$ cat config.mk
export PLATFORM = sky130hd
export DESIGN_NAME = feat_bram_reader_flat
export DESIGN_NICKNAME = d
export VERILOG_FILES = /design/src/rtl/feat_bram_reader_pkg.sv /design/src/rtl/feat_bram_reader_if.sv /design/src/rtl/feat_bram_reader_fifo.sv /design/src/rtl/feat_bram_reader.sv /design/src/flat_wrapper.sv
export SDC_FILE = /design/constraint.sdc
export NUM_CORES = 1
export LEC_CHECK = 0
export BUFFER_PORTS_ARGS = -buffer_cell sky130_fd_sc_hd__buf_2
export CELL_PAD_IN_SITES_DETAIL_PLACEMENT = 0
export CELL_PAD_IN_SITES_GLOBAL_PLACEMENT = 1
export CORE_MARGIN = 2
export CORE_UTILIZATION = 50
export CTS_BUF_LIST = sky130_fd_sc_hd__clkbuf_4
export DETAILED_ROUTE_END_ITERATION = 8
export GPL_TIMING_DRIVEN = 1
export PLACE_DENSITY_LB_ADDON = 0.1
export SYNTH_ARGS = -nofsm -noshare
export SYNTH_HDL_FRONTEND = slang
export SYNTH_SLANG_ARGS = --single-unit
$ cat constraint.sdc
create_clock -name clk -period 6.4 [get_ports clk]
set_clock_uncertainty 0.15 [all_clocks]
set_input_delay 0 -clock clk [delete_from_list [all_inputs] [get_ports clk]]
set_output_delay 0 -clock clk [all_outputs]
set_load 0.005 [all_outputs]
$ cat src/rtl/feat_bram_reader_pkg.sv
// Shared GAT feature-reader definitions: FSM state encoding, feature word width
// and the word-to-byte address helper used by all BRAM port drivers.
package feat_bram_reader_pkg;

  localparam int NEW_FEATURE_WIDTH = 32;

  typedef enum logic [1:0] {
    ST_IDLE,
    ST_READ,
    ST_DRAIN
  } feat_rd_state_t;

  // BRAM ports are byte addressed; feature words are 4 bytes.
  function automatic logic [31:0] word_to_byte_addr(input logic [31:0] word_idx);
    return word_idx << 2;
  endfunction

endpackage

$ cat src/rtl/feat_bram_reader_if.sv
// Feature BRAM read port plus AXI4-Stream output of the feature reader.
// master: reader side; slave: BRAM model / stream sink side.
interface feat_bram_reader_if
  import feat_bram_reader_pkg::*;
#(
  parameter int DATA_W      = NEW_FEATURE_WIDTH,
  parameter int BYTE_ADDR_W = 18
);
  logic [BYTE_ADDR_W-1:0] feat_bram_addrb;
  logic [DATA_W-1:0]      feat_bram_dout;
  logic [DATA_W-1:0]      m_axis_tdata;
  logic                   m_axis_tvalid;
  logic                   m_axis_tready;
  logic                   m_axis_tlast;

  modport master (
    output feat_bram_addrb,
    input  feat_bram_dout,
    output m_axis_tdata,
    output m_axis_tvalid,
    input  m_axis_tready,
    output m_axis_tlast
  );

  modport slave (
    input  feat_bram_addrb,
    output feat_bram_dout,
    input  m_axis_tdata,
    input  m_axis_tvalid,
    output m_axis_tready,
    input  m_axis_tlast
  );
endinterface

$ cat src/rtl/feat_bram_reader_fifo.sv
// feat_rd_fifo: small synchronous FIFO with register-array storage; the head
// entry is presented directly from storage, so no read latency.
module feat_rd_fifo #(
  parameter int DATA_W = 32,
  parameter int DEPTH  = 4,
  parameter int CNT_W  = $clog2(DEPTH + 1)
) (
  input  logic              clk,
  input  logic              rst,
  input  logic              wr_en,
  input  logic [DATA_W-1:0] wr_data,
  input  logic              rd_en,
  output logic [DATA_W-1:0] rd_data,
  output logic              full,
  output logic              empty,
  output logic [CNT_W-1:0]  count
);
  localparam int PTR_W = (DEPTH > 1) ? $clog2(DEPTH) : 1;

  logic [DATA_W-1:0] mem [DEPTH];
  logic [PTR_W-1:0]  wr_ptr;
  logic [PTR_W-1:0]  rd_ptr;
  logic              do_wr;
  logic              do_rd;

  assign full    = (count == CNT_W'(DEPTH));
  assign empty   = (count == '0);
  assign do_rd   = rd_en && !empty;
  // A write into a full FIFO is accepted only when a pop frees the slot.
  assign do_wr   = wr_en && (!full || do_rd);
  assign rd_data = mem[rd_ptr];

  always_ff @(posedge clk or posedge rst) begin
    if (rst) begin
      for (int i = 0; i < DEPTH; i++) mem[i] <= '0;
      wr_ptr <= '0;
      rd_ptr <= '0;
      count  <= '0;
    end else begin
      if (do_wr) begin
        mem[wr_ptr] <= wr_data;
        wr_ptr      <= (wr_ptr == PTR_W'(DEPTH - 1)) ? '0 : wr_ptr + PTR_W'(1);
      end
      if (do_rd)
        rd_ptr <= (rd_ptr == PTR_W'(DEPTH - 1)) ? '0 : rd_ptr + PTR_W'(1);
      case ({do_wr, do_rd})
        2'b10:   count <= count + CNT_W'(1);
        2'b01:   count <= count - CNT_W'(1);
        default: count <= count;
      endcase
    end
  end

endmodule

$ cat src/rtl/feat_bram_reader.sv
// Streams one frame of final-layer features from the feature BRAM to AXI4-Stream.
// FEAT_RD_ROW_LAST_EN: tlast per node row instead of once per frame.
//
// state    | meaning
// ST_IDLE  | waiting for start, addrb parked at 0
// ST_READ  | issuing reads under FIFO credit
// ST_DRAIN | all reads issued, emptying pipeline and FIFO
module feat_bram_reader
  import feat_bram_reader_pkg::*;
#(
  parameter int NEW_FEATURE_WIDTH  = feat_bram_reader_pkg::NEW_FEATURE_WIDTH,
  parameter int NUM_FEATURE_OUT    = 16,
  parameter int NEW_FEATURE_DEPTH  = 43328,
  parameter int NEW_FEATURE_ADDR_W = $clog2(NEW_FEATURE_DEPTH),
  parameter int BRAM_RD_LATENCY    = 2,
  parameter int FIFO_DEPTH         = 4
) (
  input  logic clk,
  input  logic rst,
  input  logic start,
  output logic busy,
  output logic done,
  feat_bram_reader_if.master bus
);
  localparam int CNT_W = $clog2(FIFO_DEPTH + 1);
  localparam int INF_W = $clog2(BRAM_RD_LATENCY + 1);
  localparam int AW    = NEW_FEATURE_ADDR_W;

  feat_rd_state_t         state;
  feat_rd_state_t         state_nxt;
  logic [AW-1:0]          idx;
  logic [AW-1:0]          beat_cnt;
  logic [BRAM_RD_LATENCY-1:0] vld_sr;
  logic [INF_W-1:0]       inflight;
  logic [CNT_W-1:0]       fifo_count;
  logic                   fifo_full;
  logic                   fifo_empty;
  logic                   issue;
  logic                   push;
  logic                   pop;
  logic                   last_beat;

  assign inflight  = INF_W'($countones(vld_sr));
  // Credit counts pending reads as occupied so the FIFO can never overflow.
  assign issue     = (state == ST_READ) &&
                     ((32'(fifo_count) + 32'(inflight)) < 32'(FIFO_DEPTH));
  assign push      = vld_sr[BRAM_RD_LATENCY-1];
  assign pop       = !fifo_empty && bus.m_axis_tready;
  assign last_beat = (beat_cnt == AW'(NEW_FEATURE_DEPTH - 1));
  assign busy      = (state != ST_IDLE);

  always_ff @(posedge clk or posedge rst) begin
    if (rst) state <= ST_IDLE;
    else     state <= state_nxt;
  end

  always_comb begin
    state_nxt = state;
    case (state)
      ST_IDLE:  if (start) state_nxt = ST_READ;
      ST_READ:  if (issue && (idx == AW'(NEW_FEATURE_DEPTH - 1))) state_nxt = ST_DRAIN;
      ST_DRAIN: if ((inflight == '0) && (fifo_count == CNT_W'(1)) && pop && last_beat)
                  state_nxt = ST_IDLE;
      default:  state_nxt = ST_IDLE;
    endcase
  end

  always_ff @(posedge clk or posedge rst) begin
    if (rst) begin
      idx      <= '0;
      vld_sr   <= '0;
      beat_cnt <= '0;
      done     <= 1'b0;
    end else begin
      done   <= (state == ST_DRAIN) && (state_nxt == ST_IDLE);
      vld_sr <= (vld_sr << 1) | BRAM_RD_LATENCY'(issue);
      if ((state == ST_IDLE) && start) idx <= '0;
      else if (issue)                  idx <= idx + AW'(1);
      if (pop) beat_cnt <= last_beat ? '0 : beat_cnt + AW'(1);
    end
  end

  assign bus.feat_bram_addrb = (state == ST_READ) ?
                               (AW + 2)'(word_to_byte_addr(32'(idx))) : '0;
  assign bus.m_axis_tvalid   = !fifo_empty;

`ifdef FEAT_RD_ROW_LAST_EN
  localparam int ROW_W = (NUM_FEATURE_OUT > 1) ? $clog2(NUM_FEATURE_OUT) : 1;
  logic [ROW_W-1:0] row_cnt;

  always_ff @(posedge clk or posedge rst) begin
    if (rst)      row_cnt <= '0;
    else if (pop) row_cnt <= (row_cnt == ROW_W'(NUM_FEATURE_OUT - 1)) ? '0 : row_cnt + ROW_W'(1);
  end

  assign bus.m_axis_tlast = !fifo_empty && (row_cnt == ROW_W'(NUM_FEATURE_OUT - 1));
`else
  assign bus.m_axis_tlast = !fifo_empty && last_beat;
`endif

  feat_rd_fifo #(
    .DATA_W (NEW_FEATURE_WIDTH),
    .DEPTH  (FIFO_DEPTH),
    .CNT_W  (CNT_W)
  ) u_fifo (
    .clk     (clk),
    .rst     (rst),
    .wr_en   (push),
    .wr_data (bus.feat_bram_dout),
    .rd_en   (pop),
    .rd_data (bus.m_axis_tdata),
    .full    (fifo_full),
    .empty   (fifo_empty),
    .count   (fifo_count)
  );

  a_fifo_no_overflow: assert property (@(posedge clk) disable iff (rst)
    !(push && fifo_full && !pop));

endmodule
$ cat src/flat_wrapper.sv
// flat-port wrapper written by rule: the top's interface ports become plain ports
module feat_bram_reader_flat import feat_bram_reader_pkg::*;
#(
  parameter int NEW_FEATURE_WIDTH  = feat_bram_reader_pkg::NEW_FEATURE_WIDTH,
  parameter int NUM_FEATURE_OUT    = 16,
  parameter int NEW_FEATURE_DEPTH  = 43328,
  parameter int NEW_FEATURE_ADDR_W = $clog2(NEW_FEATURE_DEPTH),
  parameter int BRAM_RD_LATENCY    = 2,
  parameter int FIFO_DEPTH         = 4
)
  (clk, rst, start, busy, done, bus_feat_bram_addrb, bus_feat_bram_dout, bus_m_axis_tdata, bus_m_axis_tvalid, bus_m_axis_tready, bus_m_axis_tlast);
  feat_bram_reader_if bus_i ();
  input  logic clk;
  input  logic rst;
  input  logic start;
  output logic busy;
  output logic done;
  output wire logic [$bits(bus_i.feat_bram_addrb)-1:0] bus_feat_bram_addrb;
  input wire logic [$bits(bus_i.feat_bram_dout)-1:0] bus_feat_bram_dout;
  output wire logic [$bits(bus_i.m_axis_tdata)-1:0] bus_m_axis_tdata;
  output wire logic [$bits(bus_i.m_axis_tvalid)-1:0] bus_m_axis_tvalid;
  input wire logic [$bits(bus_i.m_axis_tready)-1:0] bus_m_axis_tready;
  output wire logic [$bits(bus_i.m_axis_tlast)-1:0] bus_m_axis_tlast;
  assign bus_feat_bram_addrb = bus_i.feat_bram_addrb;
  assign bus_i.feat_bram_dout = bus_feat_bram_dout;
  assign bus_m_axis_tdata = bus_i.m_axis_tdata;
  assign bus_m_axis_tvalid = bus_i.m_axis_tvalid;
  assign bus_i.m_axis_tready = bus_m_axis_tready;
  assign bus_m_axis_tlast = bus_i.m_axis_tlast;
  feat_bram_reader #(.NEW_FEATURE_WIDTH(NEW_FEATURE_WIDTH), .NUM_FEATURE_OUT(NUM_FEATURE_OUT), .NEW_FEATURE_DEPTH(NEW_FEATURE_DEPTH), .NEW_FEATURE_ADDR_W(NEW_FEATURE_ADDR_W), .BRAM_RD_LATENCY(BRAM_RD_LATENCY), .FIFO_DEPTH(FIFO_DEPTH)) u_core (.clk(clk), .rst(rst), .start(start), .busy(busy), .done(done), .bus(bus_i));
endmodule
After elaboration in Yosys (flattened, before gate mapping) --
Index checks and enable logic that the tools add are counted.
Storage, ports and cells: output and inout port bits 54, register bits after elaboration 172
Cells by class: bitwise operators 3, equality and inequality tests 10, magnitude comparators 4, add/subtract/negate cells 8, reductions and logical operators 22, mux-type cells 17
Operators by type and width (number):
- 128-bit bitwise mux | 1
- 32-bit 2-to-1 mux | 3
- 32-bit binary-select mux with 2-bit select | 1
- 32-bit demux with 2-bit select | 1
- 16-bit 2-to-1 mux | 3
- 16-bit by 1-bit adder with 16-bit output (second input constant) | 2
- 16-bit equality test (second input constant) | 2
- 32-bit by 3-bit < comparator with 1-bit output (second input constant) | 1
- 18-bit 2-to-1 mux | 1
- 1-bit logical AND | 12
- 2-bit 2-to-1 mux | 5
- 2-bit equality test (second input constant) | 4
- 3-bit >= comparator (second input constant) | 2
- 2-bit logical NOT | 3
- 2-bit NOT with 3-bit output | 2
- 2-bit case mux with 3 select lines | 1
- 3-bit case mux with 2 select lines | 1
- 2-bit nonzero test | 3
- 2-bit by 1-bit adder with 2-bit output (second input constant) | 2
- 3-bit by 2-bit adder with 4-bit output | 1
- 2-bit by 1-bit equality test with 1-bit output (second input constant) | 2
- 3-bit by 1-bit adder with 3-bit output (second input constant) | 1
- 3-bit by 1-bit equality test with 1-bit output (second input constant) | 1
- 3-bit equality test (second input constant) | 1
- 7 further kinds | 8

Depth between registers and ports, before layout --
Gate-level depths: netlist (run 1).
word-level depth 9, gate-level depth with buffers 8, mapped depth without buffers 7

Cells and area by module --
From an unflattened synthesis (run 1), not the netlist that was laid out.
Second synthesis, totals: cell total of the unflattened synthesis 566, area, all modules 8027.7 um^2
By module, submodules not included:
- feat_rd_fifo | area each 6003.3 um^2, sequential area each 3378.2 um^2, cells an instance 353, instances 1
- feat_bram_reader | area each 2024.4 um^2, sequential area each 925.9 um^2, cells an instance 213, instances 1

Worst setup path before layout (run 1) --
OpenSTA, ideal clock, no wires.
kind register -> register, start point register u_core.vld_sr[1], end point register u_core.idx[9], setup time 0.077 ns, path slack 3.787 ns, period minus slack after synthesis 2.613 ns, arrival 2.386 ns, stages on the path, launching flop included 8, cell sequence dfrtp_1 ha_1 ha_1 or4b_4 or3_1 clkbuf_2 or4_1 a21oi_1
On the way: word-level cells in the longest chain between the ends 5
RTL lines:
- start: declaration | RTL line feat_bram_reader.sv:33 | logic [BRAM_RD_LATENCY-1:0] vld_sr;
- start signal: assignment | RTL line feat_bram_reader.sv:76 | vld_sr <= (vld_sr << 1) | BRAM_RD_LATENCY'(issue);
- 1-bit by 1-bit adder with 2-bit output (implied by the code) | RTL line feat_bram_reader.sv:43 | assign inflight = INF_W'($countones(vld_sr));
- 3-bit by 2-bit adder with 4-bit output | RTL line feat_bram_reader.sv:46 | ((32'(fifo_count) + 32'(inflight)) < 32'(FIFO_DEPTH));
- 32-bit by 3-bit < comparator with 1-bit output | RTL line feat_bram_reader.sv:46
- 1-bit logical AND | RTL line feat_bram_reader.sv:45 | assign issue = (state == ST_READ) &&
- 2-bit nonzero test (no source line)
- end signal: assignment | RTL line feat_bram_reader.sv:78 | else if (issue) idx <= idx + AW'(1);
- end: declaration | RTL line feat_bram_reader.sv:31 | logic [AW-1:0] idx;
No other way between the ends. A chain may end at the register's enable or synchronous reset.

Final worst setup path (run 1) --
Ends and elaborated chain as after synthesis.

==> flow_summary.ini, run 1 <==
[setup_path]
crit_chain = ha_1, ha_1, or4b_4, or3_1, or4_1, a21oi_1
cp.buffers_inverters = 0
worstPathRequired_ps = 6760
cpPeakStageDelay_ps = 560
endpoint_kind = flop
critPathMaxFanout = 11
path_common_cell = ha_1
arrival_ps = 3310
slowest_stage = or4b_4
cpLargestDelayFamily = simple AND/OR/NAND/NOR gates
start_kind = flop
critPathKind = flop to flop

[logic_synthesis]
yosysTopAreaCell = dfrtp_1
synthDistinctLibCells = 50
synthSimpleGateAreaFrac = 0.08925
syn_inst = 580
ys_ff_latch = 172
synth_compound_area_frac = 0.02933
ys.flop_type = dfrtp_1
synthAdderAreaFrac = 0.02184
synth_top_family_by_area = multiplexers
ys_warn_count = 0
synthTopCellsByArea = dfrtp_1 54%, mux2_2 18%, mux4_2 9.0%
avgSynthCellArea_um2 = 13.83
async_flop_share = 1.000
yosysTopAreaCellShare = 0.5367
syn_area_mm2 = 0.008019
synthMuxAreaShare = 0.2760
synth_xor_area_frac = 0.02184
synth_edf_count = 0
synth_seq_area_share = 0.5367

[clock_network]
cts.path.max_buffers = 2
root_buffer = clkbuf_4
postCtsSetupBuffers = 0
clkTransAtPathRegs_ps = 130
numCtsBuffers = 17
clock_sinks = 172
cts_tree = yes
worst_skew_pair.late_latency_ps = 580
cts_htree_levels = 4

[grt]
grt_pass1_wl_mm = 26.34
track_usage = 0.2021
antenna_found_initial = 1
grt_pass1_vias = 5140
grt_max_degree = 112
grt-ovfl-total = 0

[placement]
place_congestion = 0.7532
hpwl_mm = 10.38
place_ws_ps = 3507
placed_area_mm2 = 0.008651
io_buffers = 87

[sta]
setup_violations = 0
worst_slew_pin_slew_ps = 989.5
maxSlewViolCount = 0
worst_slack_ps = 3446
relSlewSlack = 0.3403
setup_tns_ps = 0
min_period_ps = 2954
fin_crit_sh = 0.4615
final-hold-violation-count = 0
rsz0062_at_grt = false
hold-worst-slack_ps = 16.61
fmax_ghz = 0.3386

[drt]
drtIter0Drc = 212
drc = 0
ant_nets = 0
vias_per_cell = 5.506
wl_mm = 16.30
vias = 5115
routedWlPerCell_um = 17.54
drtPass1Iterations = 4

[die]
dieArea_mm2 = 0.01707
io_pins = 90
die_w_um = 130.6
placementRows = 46
initial_core_util = 0.5085
core_area_mm2 = 0.01577
die_y_um = 130.6

[final_layout]
nFillCells = 1336
stdcell_area_mm2 = 0.009275
final_nets = 749
drive_above_1_share = 0.4115
mostFrequentLayoutCells = 171 x dfrtp_1, 129 x mux2_2, 87 x buf_2, 35 x dlygate4sd3_1, 32 x mux4_2
regArea_mm2 = 0.004305
multiInputGateArea_mm2 = 0.003522
final_common_cell = dfrtp_1
area_growth_pct = 15.67

[hold_path]
hp-class = primary input to asynchronous set/reset pin

[pwr]
p_per_area_mw_per_mm2 = 233.9
p_leak_nw = 4.641
ir_drop_v = 0.0001265

[run_status]
status = complete, no violations

[job]
maxCapViolCount = 0
layout make-up:
class,count,share of cell area
Clock buffer,19,0.01538
Inverter,16,0.007015
Clock inverter,13,0.01389
Timing Repair Buffer,129,0.09038
Multi-Input combinational cell,363,0.3797
Antenna cell,1,0.0002698
Tap cell,216,0.02914
Sequential cell,172,0.4642
cells by family (layout without fill, tap and decap cells):
family | count (synthesis) | count (layout)
AOI/OAI and AO/OA | 37 | 37
xor gates and xnor gates | 20 | 20
adders and majority gates | 14 | 14
buffers and inverters | 46 | 177
DFF | 172 | 172
muxes | 165 | 165
other | 1 | 3
and+or+nand+nor | 125 | 125
registers in the layout, summed over array words and instances, names as in the netlist:
name and flops:
u_core.u_fifo.count 3, u_core.beat_cnt 16, u_core.u_fifo.mem 128, u_core.state 2, u_core.u_fifo.rd_ptr 2, u_core.done 1
u_core.u_fifo.wr_ptr 2, u_core.idx 16, u_core.vld_sr 2
what timing repair did:
item,4_1_cts,5_1_grt
resized for setup,0,0
hold buffers,35,0
endpoints found under the hold margin,278,0
path summary, 6_finish.rpt:
kind                                       startpoint                                end  slack, ps  cells after the start
min in group clk               bus_feat_bram_dout[15]  u_core.u_fifo.mem[47]$_DFFE_PP0P_         60                      3
max in group asynchronous                         rst  u_core.u_fifo.mem[25]$_DFFE_PP0P_       4730                      4
setup reg to reg           u_core.vld_sr[1]$_DFF_PP0_          u_core.idx[9]$_DFFE_PP0P_       3450                      6
setup / recovery           u_core.vld_sr[1]$_DFF_PP0_          u_core.idx[9]$_DFFE_PP0P_       3450                      6
hold reg to reg            u_core.vld_sr[0]$_DFF_PP0_         u_core.vld_sr[1]$_DFF_PP0_        280                      0
hold / removal                                    rst  u_core.u_fifo.mem[97]$_DFFE_PP0P_         20                      3
synthesized netlist by cell type (all sizes together), types with 5 or more instances:
library cell	n
nand4	12
nor3	7
mux4	32
and3	10
xor2	10
buf	19
clkbuf	11
nand2	16
nand3	14
dfrtp	172
nor2	17
and2	19
mux2	129
or3	6
o21ai	11
nor4	5
a21oi	8
xnor2	10
ha	14
inv	16
report_power, final:
part | internal, mW | switching [mW]
sequential | 1.12 | 0.0822
combinational | 0.169 | 0.188
clock | 0.212 | 0.397
worst register-to-register path, delay by kind of cell (launching register included):
family | cells | cell delay [ps]
DFF | 1 | 520
and+or+nand+nor | 3 | 1580
AOI/OAI and AO/OA | 1 | 160
adders and majority gates | 2 | 460
routing by layer:
metal / vias to the layer above / part of all wire / GRT usage
met5: - / 0 / 0
met4: 0 / 0.0087 / 0.05507
met1: 2636 / 0.46 / 0.2705
met2: 92 / 0.49 / 0.3278
met3: 13 / 0.043 / 0.05660
li1: 2374 / - / -
through the flow:
| stage | cells | utilization | power [mW] |
|---|---|---|---|
| finish | 929 | 0.5881 | 2.170 |
| global route | 929 | 0.5881 | 2.293 |
| CTS | 928 | 0.5880 | 2.206 |
| detailed placement | 861 | 0.5486 | 1.574 |
| global placement | 861 | 0.5486 | 1.563 |
| floorplan | 581 | - | 1.471 |
Power figures use the tool's default switching activity.
==> inputs of run 2 (changes only) <==
- ABC_AREA: default -> 1
- CORE_UTILIZATION: 50 -> 45
- clock period: 6.4 -> 2.9 ns (I/O delays scaled with it)
==> run 2 against run 1 <==
Count of clock-buffer cells in the layout fell by 2. Via count rose by 33%. Setup slack got worse by 3100 ps. Sequential power rose to 3.3 times the previous value. Hold slack improved by 93 ps.
==> flow_summary.ini, run 2 <==
[setup_path]
ff2ff_setup_slack_ps = 730
rr_endpoint = u_core.beat_cnt[6]$_DFFE_PP0N_
endpoint = bus_m_axis_tdata[0]
crit_path_start = u_core.u_fifo.rd_ptr[1]$_DFFE_PP0P_
r2r_cells = 11
start_kind = flop
slowest_stage = dfrtp_1
worstPathRequired_ps = 2750
arrival_ps = 2400
crit_chain = inv_1, buf_4, o21ai_0, o22ai_1, buf_2
critPathMaxFanout = 14
endpoint_kind = output pin
cpPeakStageDelay_ps = 610
r2r_start = u_core.u_fifo.count[0]$_DFFE_PP0P_
critPathKind = flop to output pin

[die]
io_pins = 90
die_y_um = 138.7
dieArea_mm2 = 0.01924
core_area_mm2 = 0.01790
placementRows = 49
die_w_um = 138.7
initial_core_util = 0.4562

[final_layout]
fin_cells = 1363
largest_register_ffs = 128
largest_register = u_core.u_fifo.mem
mostFrequentLayoutCells = 212 x nand2_1, 205 x o21ai_0, 171 x dfrtp_1, 135 x nor2_1, 93 x inv_1
final_nets = 1170
drive_above_1_share = 0.1324
final_common_cell = nand2_1
area_growth_pct = 16.50
reg_top3 = u_core.u_fifo.mem (128), u_core.beat_cnt (16), u_core.idx (16)

[drt]
ant_nets = 0
drtIter0Drc = 436
vias_per_cell = 5.001
routedWlPerCell_um = 14.07
wl_mm = 19.18
drc = 0
vias = 6817
drtPass1Iterations = 5

[logic_synthesis]
synth_common_cells = 212 x nand2_1, 205 x o21ai_0, 172 x dfrtp_1
ys_ff_latch = 172
synth_seq_area_share = 0.5270
ys_warn_count = 0
synthMostInstantiatedCell = nand2_1
syn_area_mm2 = 0.008168
yosysTopAreaCell = dfrtp_1
avgSynthCellArea_um2 = 8.095
synthDistinctLibCells = 28
syn_inst = 1009
yosysTopAreaCellShare = 0.5270
synthTopCellsByArea = dfrtp_1 53%, o21ai_0 13%, nand2_1 9.7%
ys.flop_type = dfrtp_1
async_flop_share = 1.000
synth_edf_count = 0

[grt]
grt_pass1_wl_mm = 32.79
track_usage = 0.2080
grt_pass1_vias = 6660
grt_max_degree = 67
antenna_found_initial = 1
grt-ovfl-total = 0

[sta]
setup_tns_ps = 0
relSlewSlack = 0.4451
fin_crit_sh = 0.8780
fmax_ghz = 0.3927
final-hold-violation-count = 0
setup_violations = 0
maxSlewViolCount = 0
rsz0062_at_grt = false
worst_slew_pin_slew_ps = 830.6
min_period_ps = 2546
worst_slack_ps = 353.7

[hold_path]
hp-class = primary input to flop

[placement]
place_ws_ps = 723.5
place_congestion = 0.7907
dpl.cell_count = 1294
hpwl_mm = 12.29
io_buffers = 87

[clock_network]
cts_htree_levels = 4
cts_tree = yes
clkTransAtPathRegs_ps = 150
cts.path.max_buffers = 2
clock_sinks = 172
worst_skew_pair.late_latency_ps = 570
postCtsSetupBuffers = 0
numCtsBuffers = 17
root_buffer = clkbuf_4

[pwr]
p_leak_nw = 4.786
ir_drop_v = 0.0004794
power_mw = 9.331
p_per_area_mw_per_mm2 = 980.6

[job]
maxCapViolCount = 0

[run_status]
status = complete, no violations
run 2: cell count changes after synthesis, moves of 15 or more:
| cell | previous run | this run |
|---|---|---|
| mux2_2 | 129 | 0 |
| inv_1 | 16 | 95 |
| buf_1 | 15 | 0 |
| nand3_1 | 14 | 34 |
| o21ai_0 | 11 | 205 |
| nor2_1 | 17 | 135 |
| mux4_2 | 32 | 0 |
| o22ai_1 | 0 | 32 |
| and2_1 | 19 | 0 |
| buf_2 | 0 | 16 |
| nand2_1 | 16 | 212 |
run 2: cell type report:
type,count,area (um2)
Timing Repair Buffer,141,968.4
Fill cell,1782,8387
Clock inverter,15,183.9
Inverter,97,367.9
Multi-Input combinational cell,691,3273
Clock buffer,17,127.6
Sequential cell,172,4305
Tap cell,229,286.5
Antenna cell,1,2.502
run 2: how the worst min path moves through the flow:
stage	startpoint	endpoint	slack (ps)	cells after the start
after floorplan	bus_feat_bram_dout[30]	u_core.u_fifo.mem[94]$_DFFE_PP0P_	30	2
after global placement	rst	u_core.u_fifo.mem[102]$_DFFE_PP0P_	50	2
after detailed placement	rst	u_core.u_fifo.mem[102]$_DFFE_PP0P_	50	2
after CTS	bus_feat_bram_dout[8]	u_core.u_fifo.mem[72]$_DFFE_PP0P_	60	4
after global routing	bus_feat_bram_dout[8]	u_core.u_fifo.mem[72]$_DFFE_PP0P_	90	4
final	bus_feat_bram_dout[9]	u_core.u_fifo.mem[105]$_DFFE_PP0P_	110	4
run 2: cell families (layout without fill, tap and decap cells):
family	count (synthesis)	after routing	share of synthesized area
flip-flops	172	172	0.5270
buffers and inverters	147	270	0.07276
other	1	3	0.0004591
XOR/XNOR	13	13	0.01394
AND/OR/NAND/NOR	409	409	0.2027
adder cells (fa/ha/maj)	14	14	0.02145
AO/OA/AOI/OAI	253	253	0.1618
run 2: timing repair:
item	CTS	global route
gates resized for setup	0	0
endpoints found under the hold margin	339	0
hold buffers	36	0
run 2: power breakdown:
group / total, mW / leakage, nW / internal (mW) / switching, mW
Combinational: 3.87 / 2.46 / 1.49 / 2.38
Clock: 1.51 / 0.155 / 0.612 / 0.901
Sequential: 3.95 / 2.17 / 3.37 / 0.578
run 2: critical path: cells and delay by family (launching register included):
kind,cells,cell delay (ps)
buffers and inverters,3,860
AOI/OAI and AO/OA,2,370
DFF,1,610
run 2: stage by stage:
step	area [um2]	hold slack (ps)	util
2_1_floorplan	8175	27.07	-
3_3_place_gp	8841	50.31	0.4939
3_5_place_dp	8841	50.93	0.4939
4_1_cts	9513	59.44	0.5314
5_1_grt	9515	88.01	0.5315
6_report	9515	109.1	0.5315
run 2: routing by layer:
| layer | global-route usage | wire (um) | up-vias |
|---|---|---|---|
| li1 | - | - | 3498 |
| met1 | 0.2952 | 9681 | 3206 |
| met2 | 0.3335 | 8759 | 99 |
| met3 | 0.03695 | 564 | 14 |
| met4 | 0.05369 | 170 | 0 |
| met5 | 0 | 0 | - |
